## src/rtl/ttl_counter_n_if.sv

```systemverilog
// Bus bundle for ttl_counter_n: control inputs, load data, count state and ripple carry.
// UP exists only when COUNTER_UPDOWN_EN is defined.
interface ttl_counter_n_if #(
  parameter int WIDTH = 4
);
  logic             SCLR_N;
  logic             LOAD_N;
  logic             ENP;
  logic             ENT;
  logic [WIDTH-1:0] D;
`ifdef COUNTER_UPDOWN_EN
  logic             UP;
`endif
  logic [WIDTH-1:0] Q;
  logic             RCO;

  modport master (
`ifdef COUNTER_UPDOWN_EN
    output UP,
`endif
    output SCLR_N, LOAD_N, ENP, ENT, D,
    input  Q, RCO
  );

  modport slave (
`ifdef COUNTER_UPDOWN_EN
    input  UP,
`endif
    input  SCLR_N, LOAD_N, ENP, ENT, D,
    output Q, RCO
  );
endinterface

```

## src/rtl/ttl_counter_n.sv

```systemverilog
// Presettable modulo-N counter in the 74x160/161/163 family with cascadable ENP/ENT and RCO.
// Define COUNTER_UPDOWN_EN to add the UP port, down counting and the down terminal compare.
module ttl_counter_n #(
  parameter int WIDTH   = 4,
  parameter int MODULUS = 16
) (
  input  logic         CLK,
  input  logic         CLR_N,
  ttl_counter_n_if.slave bus
);

  localparam logic [WIDTH-1:0] LAST   = WIDTH'(MODULUS - 1);
  localparam bit               BINARY = (MODULUS == (32'd1 << WIDTH));

  logic [WIDTH-1:0] q_q;
  logic [WIDTH-1:0] q_d;
  logic [WIDTH-1:0] upStep;
  logic             tcUp;
  logic             tc;

  // Out-of-range loaded values fold to zero on the next up count, same as the terminal value.
  always_comb begin
    if (BINARY) begin
      upStep = q_q + 1'b1;
    end else begin
      upStep = (q_q >= LAST) ? '0 : q_q + 1'b1;
    end
  end

  assign tcUp = (q_q == LAST);

`ifdef COUNTER_UPDOWN_EN
  logic [WIDTH-1:0] downStep;
  logic             tcDown;

  assign downStep = (q_q == '0) ? LAST : q_q - 1'b1;
  assign tcDown   = (q_q == '0);
  assign tc       = bus.UP ? tcUp : tcDown;
`else
  assign tc       = tcUp;
`endif

  always_comb begin
    q_d = q_q;
    if (!bus.SCLR_N) begin
      q_d = '0;
    end else if (!bus.LOAD_N) begin
      q_d = bus.D;
    end else if (bus.ENP && bus.ENT) begin
`ifdef COUNTER_UPDOWN_EN
      q_d = bus.UP ? upStep : downStep;
`else
      q_d = upStep;
`endif
    end
  end

  always_ff @(posedge CLK or negedge CLR_N) begin
    if (!CLR_N) begin
      q_q <= '0;
    end else begin
      q_q <= q_d;
    end
  end

  // RCO stays combinational so a cascaded stage sees its ENT in the same cycle.
  assign bus.Q   = q_q;
  assign bus.RCO = bus.ENT & tc;

endmodule

```

## src/flat_wrapper.sv

```systemverilog
// flat-port wrapper written by rule: the top's interface ports become plain ports
module ttl_counter_n_flat 
#(
  parameter int WIDTH   = 4,
  parameter int MODULUS = 16
)
  (CLK, CLR_N, bus_SCLR_N, bus_LOAD_N, bus_ENP, bus_ENT, bus_D, bus_Q, bus_RCO);
  ttl_counter_n_if #(.WIDTH(WIDTH)) bus_i ();
  input  logic CLK;
  input  logic CLR_N;
  input wire logic [$bits(bus_i.SCLR_N)-1:0] bus_SCLR_N;
  input wire logic [$bits(bus_i.LOAD_N)-1:0] bus_LOAD_N;
  input wire logic [$bits(bus_i.ENP)-1:0] bus_ENP;
  input wire logic [$bits(bus_i.ENT)-1:0] bus_ENT;
  input wire logic [$bits(bus_i.D)-1:0] bus_D;
  output wire logic [$bits(bus_i.Q)-1:0] bus_Q;
  output wire logic [$bits(bus_i.RCO)-1:0] bus_RCO;
  assign bus_i.SCLR_N = bus_SCLR_N;
  assign bus_i.LOAD_N = bus_LOAD_N;
  assign bus_i.ENP = bus_ENP;
  assign bus_i.ENT = bus_ENT;
  assign bus_i.D = bus_D;
  assign bus_Q = bus_i.Q;
  assign bus_RCO = bus_i.RCO;
  ttl_counter_n #(.WIDTH(WIDTH), .MODULUS(MODULUS)) u_core (.CLK(CLK), .CLR_N(CLR_N), .bus(bus_i));
endmodule
```

## config.mk

```make
export PLATFORM = sky130hd
export DESIGN_NAME = ttl_counter_n_flat
export DESIGN_NICKNAME = d
export VERILOG_FILES = /design/src/rtl/ttl_counter_n_if.sv /design/src/rtl/ttl_counter_n.sv /design/src/flat_wrapper.sv
export SDC_FILE = /design/constraint.sdc
export NUM_CORES = 1
export LEC_CHECK = 0
export CAP_MARGIN = 10
export CORE_AREA = 4 4 41 43
export DETAILED_ROUTE_END_ITERATION = 8
export DIE_AREA = 0 0 45 47
export GPL_ROUTABILITY_DRIVEN = 0
export SYNTH_ARGS = -nofsm -noshare
export SYNTH_HDL_FRONTEND = slang
export SYNTH_SLANG_ARGS = --single-unit
```

## constraint.sdc

```tcl
create_clock -name CLK -period 2.6 [get_ports CLK]
set_clock_uncertainty 0.05 [all_clocks]
set_input_delay 0.52 -clock CLK [delete_from_list [all_inputs] [get_ports CLK]]
set_output_delay 0.52 -clock CLK [all_outputs]
set_load 0.01 [all_outputs]
```

Word level (Yosys, flattened, before mapping)
Index checks and enable logic that the tools add are counted.
Widths: inputs -> output; s select.
Word-level totals
  flip-flop bits (word level): 4
  bits in latches: 0
  bits in writable memories: 0
  memory bits (read-only): 0
  bits of input ports: 10
  output and inout port bits: 5
  logic and storage cells: 9
  memories kept: 0
Operators by class
  $add $sub $neg: 1
  $mul: 0
  div/mod/pow operators: 0
  order comparisons: 0
  equal/unequal tests: 2
  shifts and indexed selects: 0
  multiplexer cells: 3
  bitwise operators: 1
  reductions and logical operators: 1
Operators with widths (count)
  $mux 4: 3
  $add 4x1->4 const B: 1
  $eq 4x4->1 const B: 1
  $ne 3x2->1 const B: 1
  $and 1x1->1: 1
  $logic_and 1x1->1: 1

Logic depth before layout (Yosys ltp)
  word-level depth: 4
  gate-level depth with buffers: 4
  depth with buffers taken out: 4

Least setup slack after synthesis
No wires, ideal clock.
  path type: reg-to-output
  start point: register u_core.q_q[0], in the netlist u_core.bus.Q[0]
  end point: output bus_RCO
  arrival time: 0.890 ns
  required time: 2.030 ns
  path slack: 1.140 ns
  stages on the path, launching flop included: 3
  buffers on the path: 0
  cells stage by stage: dfrtp_1 -> ha_1 -> and4_2
Between the ends
  longest elaborated chain between the ends: 2
RTL lines
  start, declared: line ttl_counter_n.sv:15  | logic [WIDTH-1:0] q_q;
  start signal, assigned: line ttl_counter_n.sv:62  | q_q <= q_d;
  $eq 4x4->1: line ttl_counter_n.sv:30  | assign tcUp = (q_q == LAST);
  $and 1x1->1: line ttl_counter_n.sv:68  | assign bus.RCO = bus.ENT & tc;
  end, declared: line flat_wrapper.sv:17  | output wire logic [$bits(bus_i.RCO)-1:0] bus_RCO;
Every way passes these cells.

Final worst setup path
  start point: input bus_ENT
  end point: output bus_RCO
Between the ends
  longest elaborated chain between the ends: 1
RTL lines
  start, declared: line flat_wrapper.sv:14  | input wire logic [$bits(bus_i.ENT)-1:0] bus_ENT;
  $and 1x1->1: line ttl_counter_n.sv:68
Every way passes these cells.

==> out/metrics.csv <==
stage;metric;value;unit
floorplan;die_h;47;um
sta;drv_slew;0;
clocking;cts_hold_buf;0;
global_routing;grt_pass1_wl;986;um
global_routing;antenna_found_initial;0;
placement;port_buffers;14;
placement;placed_area;384;um2
synthesis;netlist.area_leader.share;44.4;%
layout;fill_cells;149;
sta;layout_worst_path_cycle_share;91.4;%
outcome;run_status;finished, final reports clean;
floorplan;core.rowCount;13;
sta;setup_ws;0.223;ns
clocking;cts-buffers-inserted;3;
drt;wire_per_inst;10.9;um
sta;setup_viol;0;
global_routing;grt_pass1_vias;254;
sta;grt_setup_unrepaired;no;
critical_path;setup.worst_path.start;bus_ENT;
worst_hold_path;min_path_type;in -> async;
clocking;cts_setup_buffers;0;
drt;drt-vias-per-instance;4.38;
pwr;vdd_ir_drop_max;0.175;mV
synthesis;synth.ff_latch_count;4;
synthesis;synth-edff-count;0;
global_routing;grt_start_max_net_pins;9;
synthesis;yosys-mux-area-fraction;0;%
clocking;clockBufferDepth;2;
synthesis;synth.area.top_cells;dfrtp_1 (44%), xor2_1 (7.8%), nand3_1 (6.7%);
drt;num_vias;245;
synthesis;yosysWarningCount;0;
clocking;htreeDepth;1;
clocking;clk_pin_slew;0.04;ns
sta;worst_slew_pin_slew;0.234;ns
critical_path;worstPathRequired;2.03;ns
layout;diodes;0;
clocking;cts_root_buf;clkbuf_4;
layout;fin_nets;54;
floorplan;die_w;45;um
drt;drc;0;
drt;finalWirelength;608;um
layout;regArea;100;um2
global_routing;grt_remaining_overflow;0;
sta;slew_headroom;84.4;%
synthesis;synth_area_leader_cell;dfrtp_1;
global_routing;grt_util_all_layers;6.90;%
critical_path;endpoint_kind;output pin;
drt;drtIter0Drc;5;
critical_path;crit_fanout;4;
critical_path;reg2reg_depth;4;
job;cap_violations;0;
synthesis;synth_top_family_by_area;simple AND/OR/NAND/NOR gates;
floorplan;dieArea;2120;um2
layout;fin_area;407;um2
floorplan;io_pins;15;
critical_path;worstPathArrival;1.81;ns
synthesis;synth_xor_area_share;7.78;%
synthesis;synth-compound-area-share;18.9;%
pwr;power.leakage;0.000163;uW
sta;hold_viol;0;
synthesis;yosys.area_share.simple;21.7;%
synthesis;yosysMostFrequentCell;dfrtp_1;
critical_path;r2r-start;u_core.bus.Q[0];
sta;timing.fmax;0.421;GHz
pwr;power.density;465;nW/um2
synthesis;syn-instance-count;24;
pwr;fin_total_pwr;189;uW
synthesis;syn_avg_cell_area;9.38;um2
synthesis;synth_common_cells;dfrtp_1 (4), nand3_1 (3), o21ai_0 (3);
clocking;clkLatencyLatePin;0.23;ns
synthesis;postSynth.asyncResetShare;100;%
synthesis;netlist_area;225;um2
synthesis;ys.flop_type;dfrtp_1;
critical_path;crit_type;in -> out;
synthesis;synth_fa_ha_area_share;5.56;%
clocking;cts-resized-gates;0;
placement;dp_worst_setup_slack;0.221;ns
drt;ant_nets;0;
floorplan;start_util;17.3;%
drt;firstDrtPassIters;4;
layout;largest_reg_flops;4;
sta;layout_min_cycle_time;2.38;ns
synthesis;synthesis.nets;35;
sta;finalSetupTns;0;ns
clocking;cts_tree;done;
critical_path;cp-start-kind;primary input;
layout;multi_input_area;121;um2
floorplan;coreArea;1300;um2
synthesis;ys_types;15;
clocking;cts.sinks;4;
synthesis;yosysSeqAreaShare;44.4;%
layout;areaGrowthSynthToFinish;80.6;%
layout;drive_gt1_share;12.2;%
## stage by stage
stage                     std cells  hold WS [ns]  utilization, %
after detailed placement         53         0.543            29.5
final                            56         0.436            31.3
after global placement           53         0.547            29.5
after CTS                        56         0.432            31.3
after global routing             56         0.459            31.3
after floorplan                  24         0.174               -
## critical path: stages
cell and delay, ns:
clkdlybuf4s50_1 0.54, and4_2 0.22, clkdlybuf4s50_1 0.53
## cells in the final DEF, fill, tap and decap left out, drive strengths merged, types with 2 or more instances in the layout
cell type       n
clkbuf          3
clkdlybuf4s50  14
dfrtp           4
nand2           2
nand3           3
nor2            2
o21ai           3
xor2            2
## where the power goes
group	switching [uW]	internal, uW	total (uW)
logic	16.0	25.3	41.3
clock network	24.3	51.6	75.9
registers	4.75	67.2	71.9
total	45.1	144	189
## final timing paths
| path | to | slack (ns) |
|---|---|---|
| min reg2reg | u_core.bus.Q[1] | 0.55 |
| max reg2reg | u_core.bus.Q[2] | 1.42 |
| max | bus_RCO | 0.22 |
| min in group CLK | u_core.bus.Q[1] | 0.55 |
| max in group asynchronous | u_core.bus.Q[2] | 1.90 |
| min | u_core.bus.Q[1] | 0.44 |
## kinds of logic (layout without fill, tap and decap cells)
group / Yosys count / count (layout)
compound gates: 7 / 7
xor+xnor: 2 / 2
simple gates: 9 / 9
fa+ha+maj: 1 / 1
flops: 4 / 4
buf+inv: 1 / 18
## layer usage
layer	vias to the layer above	global-route usage [%]	part of all wire, %
met5	-	0	0
met4	0	7.02	0
met3	0	3.45	18
met2	16	10.2	40
met1	104	6.91	42
li1	125	-	-
## cell type report
type | count | share of cell area [%]
Timing Repair Buffer | 14 | 34.5
Multi-Input combinational cell | 19 | 29.8
Sequential cell | 4 | 24.6
Clock buffer | 3 | 5.54
Tap cell | 15 | 4.62
Inverter | 1 | 0.923
No activity file was read; power rests on OpenSTA's default activity.
